--- config.mk ---
export PLATFORM = sky130hd
export DESIGN_NAME = bt656_tx
export DESIGN_NICKNAME = d
export VERILOG_FILES = /design/src/rtl/bt656_tx.sv
export SDC_FILE = /design/constraint.sdc
export NUM_CORES = 2
export LEC_CHECK = 0
export ABC_AREA = 0
export CORE_UTILIZATION = 64
export DETAILED_ROUTE_END_ITERATION = 8
export PLACE_DENSITY = 0.81
export SYNTH_ARGS = -nofsm -noshare
export SYNTH_HDL_FRONTEND = slang
export SYNTH_SLANG_ARGS = --single-unit
--- constraint.sdc ---
create_clock -name clk -period 18.6 [get_ports clk]
set_clock_uncertainty 0.05 [all_clocks]
set_input_delay 3.72 -clock clk [delete_from_list [all_inputs] [get_ports clk]]
set_output_delay 3.72 -clock clk [all_outputs]
set_load 0.05 [all_outputs]
--- src/rtl/bt656_tx.sv ---
// RGB pixel stream to 10-bit BT.656 YCbCr 4:2:2 words with EAV/SAV timing and blanking.
// Optional BT656TX_CHROMA_AVG_EN: chroma is the rounded mean of both pixels of a pair.
module bt656_tx #(
  parameter int unsigned HACT   = 720,
  parameter int unsigned HBLANK = 138,
  parameter int unsigned VBLANK = 45,
  parameter int unsigned VTOTAL = 525
) (
  input  logic        clk,
  input  logic        reset,
  input  logic        outde,
  input  logic [24:0] outdat,
  output logic        outrdy,
  output logic [9:0]  dadat,
  output logic        dahs,
  output logic        davs,
  output logic        underrun,
  output logic        syncerr
);

  localparam int unsigned LineWords = 2 * (HACT + HBLANK);
  localparam int unsigned WW = $clog2(LineWords);
  localparam int unsigned LN = $clog2(VTOTAL);
  localparam logic [WW-1:0] WEavEnd = WW'(4);
  localparam logic [WW-1:0] WSav = WW'(2 * HBLANK - 4);
  localparam logic [WW-1:0] WAct = WW'(2 * HBLANK);
  localparam logic [WW-1:0] WSchedEnd = WW'(LineWords - 5);
  localparam logic [WW-1:0] WLast = WW'(LineWords - 1);
  localparam logic [LN-1:0] LVbl = LN'(VBLANK);
  localparam logic [LN-1:0] LLast = LN'(VTOTAL - 1);
  localparam logic [9:0] YBlack = 10'h040;
  localparam logic [9:0] CBlack = 10'h200;

  function automatic logic [9:0] conv(input logic [23:0] p, input int kr, input int kg,
                                      input int kb, input int off);
    int s;
    s = kr * int'(p[23:16]) + kg * int'(p[15:8]) + kb * int'(p[7:0]) + 8192;
    s = (s >>> 14) + off;
    if (s < 4) s = 4;
    else if (s > 1019) s = 1019;
    return s[9:0];
  endfunction

  function automatic logic [9:0] xy(input logic v, input logic h);
    return {1'b1, 1'b0, v, h, v ^ h, h, v, v ^ h, 2'b00};
  endfunction

  logic [WW-1:0] word_q, word_d;
  logic [LN-1:0] line_q, line_d;
  logic [24:0]   mem_q [4];
  logic [1:0]    rd_q, wr_q;
  logic [2:0]    cnt_q;
  logic [23:0]   a_q, b_q;
  logic          a_ok_q, b_ok_q;
  logic [9:0]    y0_q, y1_q, cb_q, cr_q, y0_d, y1_d, cb_d, cr_d;
  logic          blk_q, blk_d, underrun_q, syncerr_q;
  logic [9:0]    dadat_q, dadat_d;
  logic          dahs_q, davs_q;

  logic [24:0] head;
  logic        empty, full, push, pop, set_ur, set_se;
  logic        vbl, sched, due, due_even, due_odd, latch, first_px, frame_end;
  logic [1:0]  rel;

  assign head      = mem_q[rd_q];
  assign empty     = (cnt_q == 3'd0);
  assign full      = (cnt_q == 3'd4);
  assign outrdy    = !full && !reset;
  assign push      = outde && outrdy;
  assign vbl       = (line_q < LVbl);
  assign rel       = 2'(word_q - WSav);
  // Pixel pair k is popped 4 and 3 words before its Cb slot and converted 1 word before it.
  assign sched     = !vbl && (word_q >= WSav) && (word_q <= WSchedEnd);
  assign due       = sched && !rel[1];
  assign due_even  = due && !rel[0];
  assign due_odd   = due && rel[0];
  assign latch     = sched && (rel == 2'd3);
  assign first_px  = (line_q == LVbl) && (word_q == WSav);
  assign frame_end = (word_q == WLast) && (line_q == LLast);

  always_comb begin
    pop    = 1'b0;
    set_ur = 1'b0;
    set_se = 1'b0;
    if (vbl) begin
      // Drop stray pixels until a frame-start pixel sits at the head.
      pop = !empty && !head[24];
    end else if (due && !blk_q) begin
      if (empty) set_ur = 1'b1;
      else if (head[24] && !first_px) set_se = 1'b1;
      else pop = 1'b1;
    end
  end

  logic [9:0] ya, cba, cra, yb;
  assign ya  = conv(a_q, 16843, 33030, 6423, 64);
  assign cba = conv(a_q, -9699, -19071, 28770, 512);
  assign cra = conv(a_q, 28770, -24117, -4653, 512);
  assign yb  = conv(b_q, 16843, 33030, 6423, 64);

`ifdef BT656TX_CHROMA_AVG_EN
  logic [9:0]  cbb, crb;
  logic [10:0] cb_sum, cr_sum;
  assign cbb    = conv(b_q, -9699, -19071, 28770, 512);
  assign crb    = conv(b_q, 28770, -24117, -4653, 512);
  assign cb_sum = {1'b0, cba} + {1'b0, cbb} + 11'd1;
  assign cr_sum = {1'b0, cra} + {1'b0, crb} + 11'd1;
`endif

  always_comb begin
    y0_d = y0_q;
    y1_d = y1_q;
    cb_d = cb_q;
    cr_d = cr_q;
    if (latch) begin
`ifdef BT656TX_CHROMA_AVG_EN
      if (a_ok_q && b_ok_q) begin
        y0_d = ya;
        y1_d = yb;
        cb_d = cb_sum[10:1];
        cr_d = cr_sum[10:1];
      end else begin
        y0_d = YBlack;
        y1_d = YBlack;
        cb_d = CBlack;
        cr_d = CBlack;
      end
`else
      y0_d = a_ok_q ? ya : YBlack;
      cb_d = a_ok_q ? cba : CBlack;
      cr_d = a_ok_q ? cra : CBlack;
      y1_d = b_ok_q ? yb : YBlack;
`endif
    end
  end

  always_comb begin
    dadat_d = CBlack;
    if (word_q < WEavEnd) begin
      case (word_q[1:0])
        2'd0:    dadat_d = 10'h3FF;
        2'd1:    dadat_d = 10'h000;
        2'd2:    dadat_d = 10'h000;
        default: dadat_d = xy(vbl, 1'b1);
      endcase
    end else if ((word_q >= WSav) && (word_q < WAct)) begin
      case (rel)
        2'd0:    dadat_d = 10'h3FF;
        2'd1:    dadat_d = 10'h000;
        2'd2:    dadat_d = 10'h000;
        default: dadat_d = xy(vbl, 1'b0);
      endcase
    end else if ((word_q < WAct) || vbl) begin
      dadat_d = word_q[0] ? YBlack : CBlack;
    end else begin
      case (rel)
        2'd0:    dadat_d = cb_q;
        2'd1:    dadat_d = y0_q;
        2'd2:    dadat_d = cr_q;
        default: dadat_d = y1_q;
      endcase
    end
  end

  always_comb begin
    word_d = (word_q == WLast) ? '0 : word_q + 1'b1;
    line_d = line_q;
    if (word_q == WLast) line_d = (line_q == LLast) ? '0 : line_q + 1'b1;
    blk_d = frame_end ? 1'b0 : (blk_q || set_se);
  end

  always_ff @(posedge clk) begin
    if (push) mem_q[wr_q] <= outdat;
  end

  always_ff @(posedge clk) begin
    if (reset) begin
      word_q     <= '0;
      line_q     <= '0;
      rd_q       <= '0;
      wr_q       <= '0;
      cnt_q      <= '0;
      a_q        <= '0;
      b_q        <= '0;
      a_ok_q     <= 1'b0;
      b_ok_q     <= 1'b0;
      y0_q       <= YBlack;
      y1_q       <= YBlack;
      cb_q       <= CBlack;
      cr_q       <= CBlack;
      blk_q      <= 1'b0;
      underrun_q <= 1'b0;
      syncerr_q  <= 1'b0;
      dadat_q    <= YBlack;
      dahs_q     <= 1'b1;
      davs_q     <= 1'b1;
    end else begin
      word_q     <= word_d;
      line_q     <= line_d;
      rd_q       <= rd_q + {1'b0, pop};
      wr_q       <= wr_q + {1'b0, push};
      cnt_q      <= cnt_q + {2'b00, push} - {2'b00, pop};
      if (due_even) begin
        a_q    <= head[23:0];
        a_ok_q <= pop;
      end
      if (due_odd) begin
        b_q    <= head[23:0];
        b_ok_q <= pop;
      end
      y0_q       <= y0_d;
      y1_q       <= y1_d;
      cb_q       <= cb_d;
      cr_q       <= cr_d;
      blk_q      <= blk_d;
      underrun_q <= underrun_q || set_ur;
      syncerr_q  <= syncerr_q || set_se;
      dadat_q    <= dadat_d;
      dahs_q     <= (word_q < WAct);
      davs_q     <= vbl;
    end
  end

  assign dadat    = dadat_q;
  assign dahs     = dahs_q;
  assign davs     = davs_q;
  assign underrun = underrun_q;
  assign syncerr  = syncerr_q;

endmodule
Word level (Yosys, flattened, before mapping)

Memory sizes are Yosys's and may differ from the RTL's. A register that Yosys moved wholly into a read port is not among the register bits.
Cells that the tools add are included.

Register bits after elaboration: 133
Bits in latches: 0
RAM bits: 100
Memory bits (read-only): 0
Bits of input ports: 28
Output and inout port bits: 15
Logic and storage cells: 147
Memories kept: 1

Add/sub/neg operators: 23
$mul: 12
Div/mod/pow operators: 0
Order comparisons: 13
Eq/ne operators: 10
Shifts and indexed selects: 0
Multiplexer cells: 34
Bitwise logic cells: 1
Reduce and logical (&&, ||, !) cells: 34

Memory list:

| memory | words | bits a word | rd ports | clocked after Yosys merged registers in | write ports | line | text |
|---|---|---|---|---|---|---|---|
| mem_q  | 4     | 25          | 1        | 1                                       | 1           | 50   | `logic [24:0] mem_q [4];` |

Operators with widths:

| cell                   | count |
|---|---|
| $mux 10                | 17 |
| $mul 15x8->23 const A  | 4 |
| $add 27x15->28 const B | 2 |
| $add 26x14->27 const B | 2 |
| $add 24x25->26         | 2 |
| $add 25x21->26         | 2 |
| $add 23x24->25         | 2 |
| $mul 16x9->25 const A  | 2 |
| $mul 14x8->22 const A  | 2 |
| $mul 13x8->21 const A  | 2 |
| $pmux 10 s2            | 2 |
| $add 14x11->15 const B | 2 |
| $gt 15x11->1 const B   | 2 |
| $lt 15x4->1 const B    | 2 |
| $pmux 10 s3            | 1 |
| $add 13x7->14 const B  | 2 |
| $gt 14x10->1 const B   | 2 |
| $lt 14x3->1 const B    | 2 |
| $add 26x23->27         | 1 |
| $add 26x24->27         | 1 |
| $mul 15x9->24 const A  | 1 |
| $mul 14x9->23 const A  | 1 |
| $logic_and 1x1->1      | 14 |
| $mux 1                 | 13 |
| 25 further kinds       | 44 |

Longest topological paths before layout

Word-level depth: 10
Mapped depth: 44
Gate-level depth less buffers: 43

Worst setup path before layout

No wires, ideal clock.

Path kind: register to register
From: register a_q[0]
To: register cb_q[8]
Setup time: 0.131 ns
Arrival time: 9.405 ns
Required time: 18.419 ns
Setup slack: 9.014 ns
Stages on the path, launching flop included: 38
Path buffers: 0
Clock period less this slack: 9.586 ns
Cells stage by stage: dfxtp_1 > inv_1 > ha_1 > ha_1 > inv_1 > fa_1 > inv_1 > ha_1 > a21o_1 > a21oi_1 > o21ai_0 > a21oi_1 > o21ai_1 > a211o_1 > a2111oi_0 > nor3_1 > or3_1 > a21oi_1 > [... 2 more ...] > inv_1 > fa_1 > inv_1 > fa_1 > inv_1 > fa_1 > ha_1 > ha_1 > a2111o_1 > o31a_1 > xor2_1 > ha_1 > inv_1 > or4_1 > nor3_1 > and3_1 > a211o_1 > a22oi_1

Longest elaborated chain between the ends: 8
Elaborated cells between the ends (all ways): 9
Classes of those cells: add/sub: 3; mul: 1; order compare: 2; mux: 3

RTL lines:

| what                   | line | text |
|---|---|---|
| from (decl)            | 53   | `logic [23:0] a_q, b_q;` |
| from (signal assigned) | 204  | `a_q <= head[23:0];` |
| $mul 14x8->22 *        | 37   | `s = kr * int'(p[23:16]) + kg * int'(p[15:8]) + kb * int'(p[7:0]) + 8192;` |
| $add 26x24->27 *       | 37   |  |
| $add 27x15->28 *       | 37   |  |
| $add 14x11->15 *       | 38   | `s = (s >>> 14) + off;` |
| $gt 15x11->1           | 40   | `else if (s > 1019) s = 1019;` |
| $mux 10                | 40   |  |
| $mux 10 *              | 39   | `if (s < 4) s = 4;` |
| $mux 10 *              | 130  | `cb_d = a_ok_q ? cba : CBlack;` |
| to (signal assigned)   | 189  | `cb_q <= CBlack;` |
| to (decl)              | 55   | `logic [9:0] y0_q, y1_q, cb_q, cr_q, y0_d, y1_d, cb_d, cr_d;` |

Every way passes the cells marked *; elsewhere a longest branch is shown, timed or not.
A chain may end at the register's enable or synchronous reset.

Worst setup path in the final report

From: register a_q[1]
To: register cb_q[6]

Same word-level chain as after synthesis.

==> qor.csv <==
stage,metric,value,unit
sta,drv_slew,0,
floorplan,io_pins,43,
sta,min_period,10860,ps
worst_setup_path,critPathTopFamily,adder cells,
yosys,synth_ff_type,dfxtp_1,
worst_setup_path,cp.required,18990,ps
worst_setup_path,worstSetupStartpointType,flip-flop,
clock_network,clk_latency,570,ps
worst_setup_path,crit_arrival,11250,ps
yosys,async_flop_share,0,
worst_setup_path,worstSetupEndpointType,flip-flop,
drt,ant_nets,0,
flow_run,cap_violations,0,
clock_network,ctsHoldBuffers,0,
grt,track_usage,0.348,
worst_setup_path,max_stage_delay,730,ps
worst_setup_path,slowest_stage,dfxtp_1,
floorplan,initial_utilization,0.649,
cells_and_area,nets,4669,
yosys,synth_cell_type_count,90,
clock_network,cts_tree,built,
clock_network,cts.sinks,233,
worst_setup_path,reg2regPathDepth,38,
worst_setup_path,cp_max_fo,13,
sta,final.period_utilization,0.584,
clock_network,post_cts_resized,0,
placed_design,hpwl,76300,um
grt,antenna_found_initial,2,
pwr,leakage,19.4,nW
yosys,syn-num-nets,4616,
drt,wl_met2,42500,um
worst_hold_path,hold_class,flip-flop to flip-flop,
yosys,yosysTopAreaCellShare,0.284,
worst_setup_path,setup.worst_path.end,cb_q[6]$_SDFFE_PP0P_,
clock_network,clockBufferDepth,3,
outcome,status,"finished, final reports clean",
clock_network,cts_root_buf,clkbuf_16,
worst_setup_path,timing.rr.end,cb_q[6]$_SDFFE_PP0P_,
worst_setup_path,cp.depth,38,
worst_setup_path,ff2ff_setup_slack,7740,ps
worst_setup_path,worstSetupPathType,flip-flop to flip-flop,
cells_and_area,antennaDiodeCount,0,
clock_network,cts_max_level,1,
sta,hold_violations,0,
sta,rsz0062_at_grt,no,
drt,wl_met1,34500,um
yosys,synth_commonest_cells,"inv_1 (878), ha_1 (630), fa_1 (486)",
sta,maxSlewHeadroom,0.203,
grt,grt_max_degree,62,
worst_setup_path,path_buf_inv,6,
sta,tns,0,ps
pwr,ir_drop,0.0909,mV
floorplan,core_area,0.0528,mm2
pwr,p_total,1.27,mW
clock_network,cts_setup_buffers,0,
grt,grt_pass1_wl,142000,um
yosys,synth_top_cell_by_area,fa_1,
sta,setup_viol,0,
drt,vias,24800,
cells_and_area,layout-drive-gt1-share,0.0415,
drt,wl_met3,7260,um
yosys,ys_warn_count,0,
floorplan,dieArea,0.0544,mm2
clock_network,clk_pin_slew,60,ps
yosys,ys_ff_latch,233,
yosys,syn_inst,3472,
yosys,synth_edf_count,100,
drt,drt_iter0_drc,2021,
clock_network,cts_buffers,25,
floorplan,die_w,233,um
placed_design,place_congestion,1.09,
yosys,syn_area,0.0342,mm2
drt,top_layer,met5,
yosys,synth_area_leaders,"fa_1 (28%), ha_1 (23%), inv_1 (9.6%), edfxtp_1 (8.8%), dfxtp_1 (7.8%)",
drt,drt-vias-per-instance,5.87,
drt,dr.pass1.iters,8,
drt,wire_per_inst,21.5,um
yosys,ys_seq_area_frac,0.165,
grt,grt_overflow,0,
sta,worstMarginPinSlew,1190,ps
yosys,syn_avg_cell_area,9.86,um2
drt,drc,0,
cells_and_area,syn_to_final_growth,6.53,%
placed_design,port_buffers,42,
pwr,power-per-cell-area,34.7,mW/mm2
floorplan,die_y,233,um
floorplan,rows,84,
sta,fmax,92.1,MHz
grt,grt_pass1_vias,26000,
yosys,yosysMostFrequentCell,inv_1,
worst_setup_path,setup.worst_path.start,a_q[1]$_SDFFE_PP0P_,
worst_setup_path,reg2reg_from,a_q[1]$_SDFFE_PP0P_,
drt,drt_wl_total,90800,um
## cell type report
type                            count  area, um2
Tap cell                          688        861
Inverter                          878       3300
Clock buffer                       32        682
Timing Repair Buffer               70        628
Multi-Input combinational cell   2317      25100
Sequential cell                   233       5670
Clock inverter                     14        216
Fill cell                        3922      16300
## cell families (layout without fill, tap and decap cells)
family	count (synthesis)	after routing	synth area share
multiplexers	33	33	0.0189
adder cells (fa/ha/maj)	1117	1117	0.515
buffers and inverters	922	994	0.101
AO/OA/AOI/OAI	449	449	0.0854
flip-flops	233	233	0.165
XOR/XNOR	127	127	0.0325
AND/OR/NAND/NOR	591	591	0.0820
## report_power, final
| part | total, mW | leakage [nW] | internal [mW] | switching, mW |
|---|---|---|---|---|
| logic | 0.140 | 17.0 | 0.0666 | 0.0733 |
| clock network | 0.552 | 0.436 | 0.331 | 0.221 |
| registers | 0.574 | 1.98 | 0.551 | 0.0232 |
| total | 1.27 | 19.4 | 0.948 | 0.318 |
## state kept, by name, indices dropped and copies added (netlist names), 11 cells and up
name,count
a_q,24
b_q,24
mem_q,100
word_q,11
## per-stage QoR
stage / util / worst slack, ps / cells / area (um2) / hold WS [ps]
3_5_place_dp: 0.674 / 7830 / 4186 / 35600 / 398
2_1_floorplan: - / 9010 / 3472 / 34200 / 366
5_1_grt: 0.691 / 6960 / 4232 / 36500 / 422
6_report: 0.691 / 7740 / 4232 / 36500 / 410
4_1_cts: 0.691 / 7820 / 4232 / 36500 / 407
3_3_place_gp: 0.674 / 8190 / 4186 / 35600 / 389
## cell usage in the layout (no fill, tap or decap), types with 20 or more instances in the layout
master and count:
nor2_1 148, fa_1 486, ha_1 630, o21a_1 21, nand4_1 20, xnor2_1 76, xor2_1 51, clkdlybuf4s50_1 41
nand2_1 222, nor3_1 26, edfxtp_1 100, a21o_1 22, mux4_2 25, inv_1 878, buf_4 29, dfxtp_1 132
clkbuf_16 25, o21ai_0 69, a21oi_1 175, nand3_1 31
## how the worst min path moves through the flow
| stage | end | start | slack (ps) | cells past startpoint |
|---|---|---|---|---|
| 2_1_floorplan | y1_q[2]$_SDFFE_PP0P_ | y1_q[2]$_SDFFE_PP0P_ | 370 | 2 |
| 3_3_place_gp | y1_q[2]$_SDFFE_PP0P_ | y1_q[2]$_SDFFE_PP0P_ | 390 | 2 |
| 3_5_place_dp | cr_q[8]$_SDFFE_PP0P_ | cr_q[8]$_SDFFE_PP0P_ | 400 | 2 |
| 4_1_cts | y0_q[0]$_SDFFE_PP0P_ | y0_q[0]$_SDFFE_PP0P_ | 410 | 2 |
| 5_1_grt | y0_q[0]$_SDFFE_PP0P_ | y0_q[0]$_SDFFE_PP0P_ | 420 | 2 |
| 6_report | y0_q[7]$_SDFFE_PP0P_ | y0_q[7]$_SDFFE_PP0P_ | 410 | 2 |
## per-layer routing
layer  track usage  up-vias
li1              -    11300
met1         0.425    12200
met2         0.576     1037
met3        0.0630      325
met4         0.206        4
met5             0        -
## worst register-to-register path, delay by kind of cell (launching register included)
kind / cells / cell delay, ps
flops: 1 / 730
fa+ha+maj: 11 / 4430
simple gates: 7 / 1450
buf+inv: 6 / 440
xor+xnor: 1 / 390
compound gates: 13 / 3220
Power figures use the tool's default switching activity.
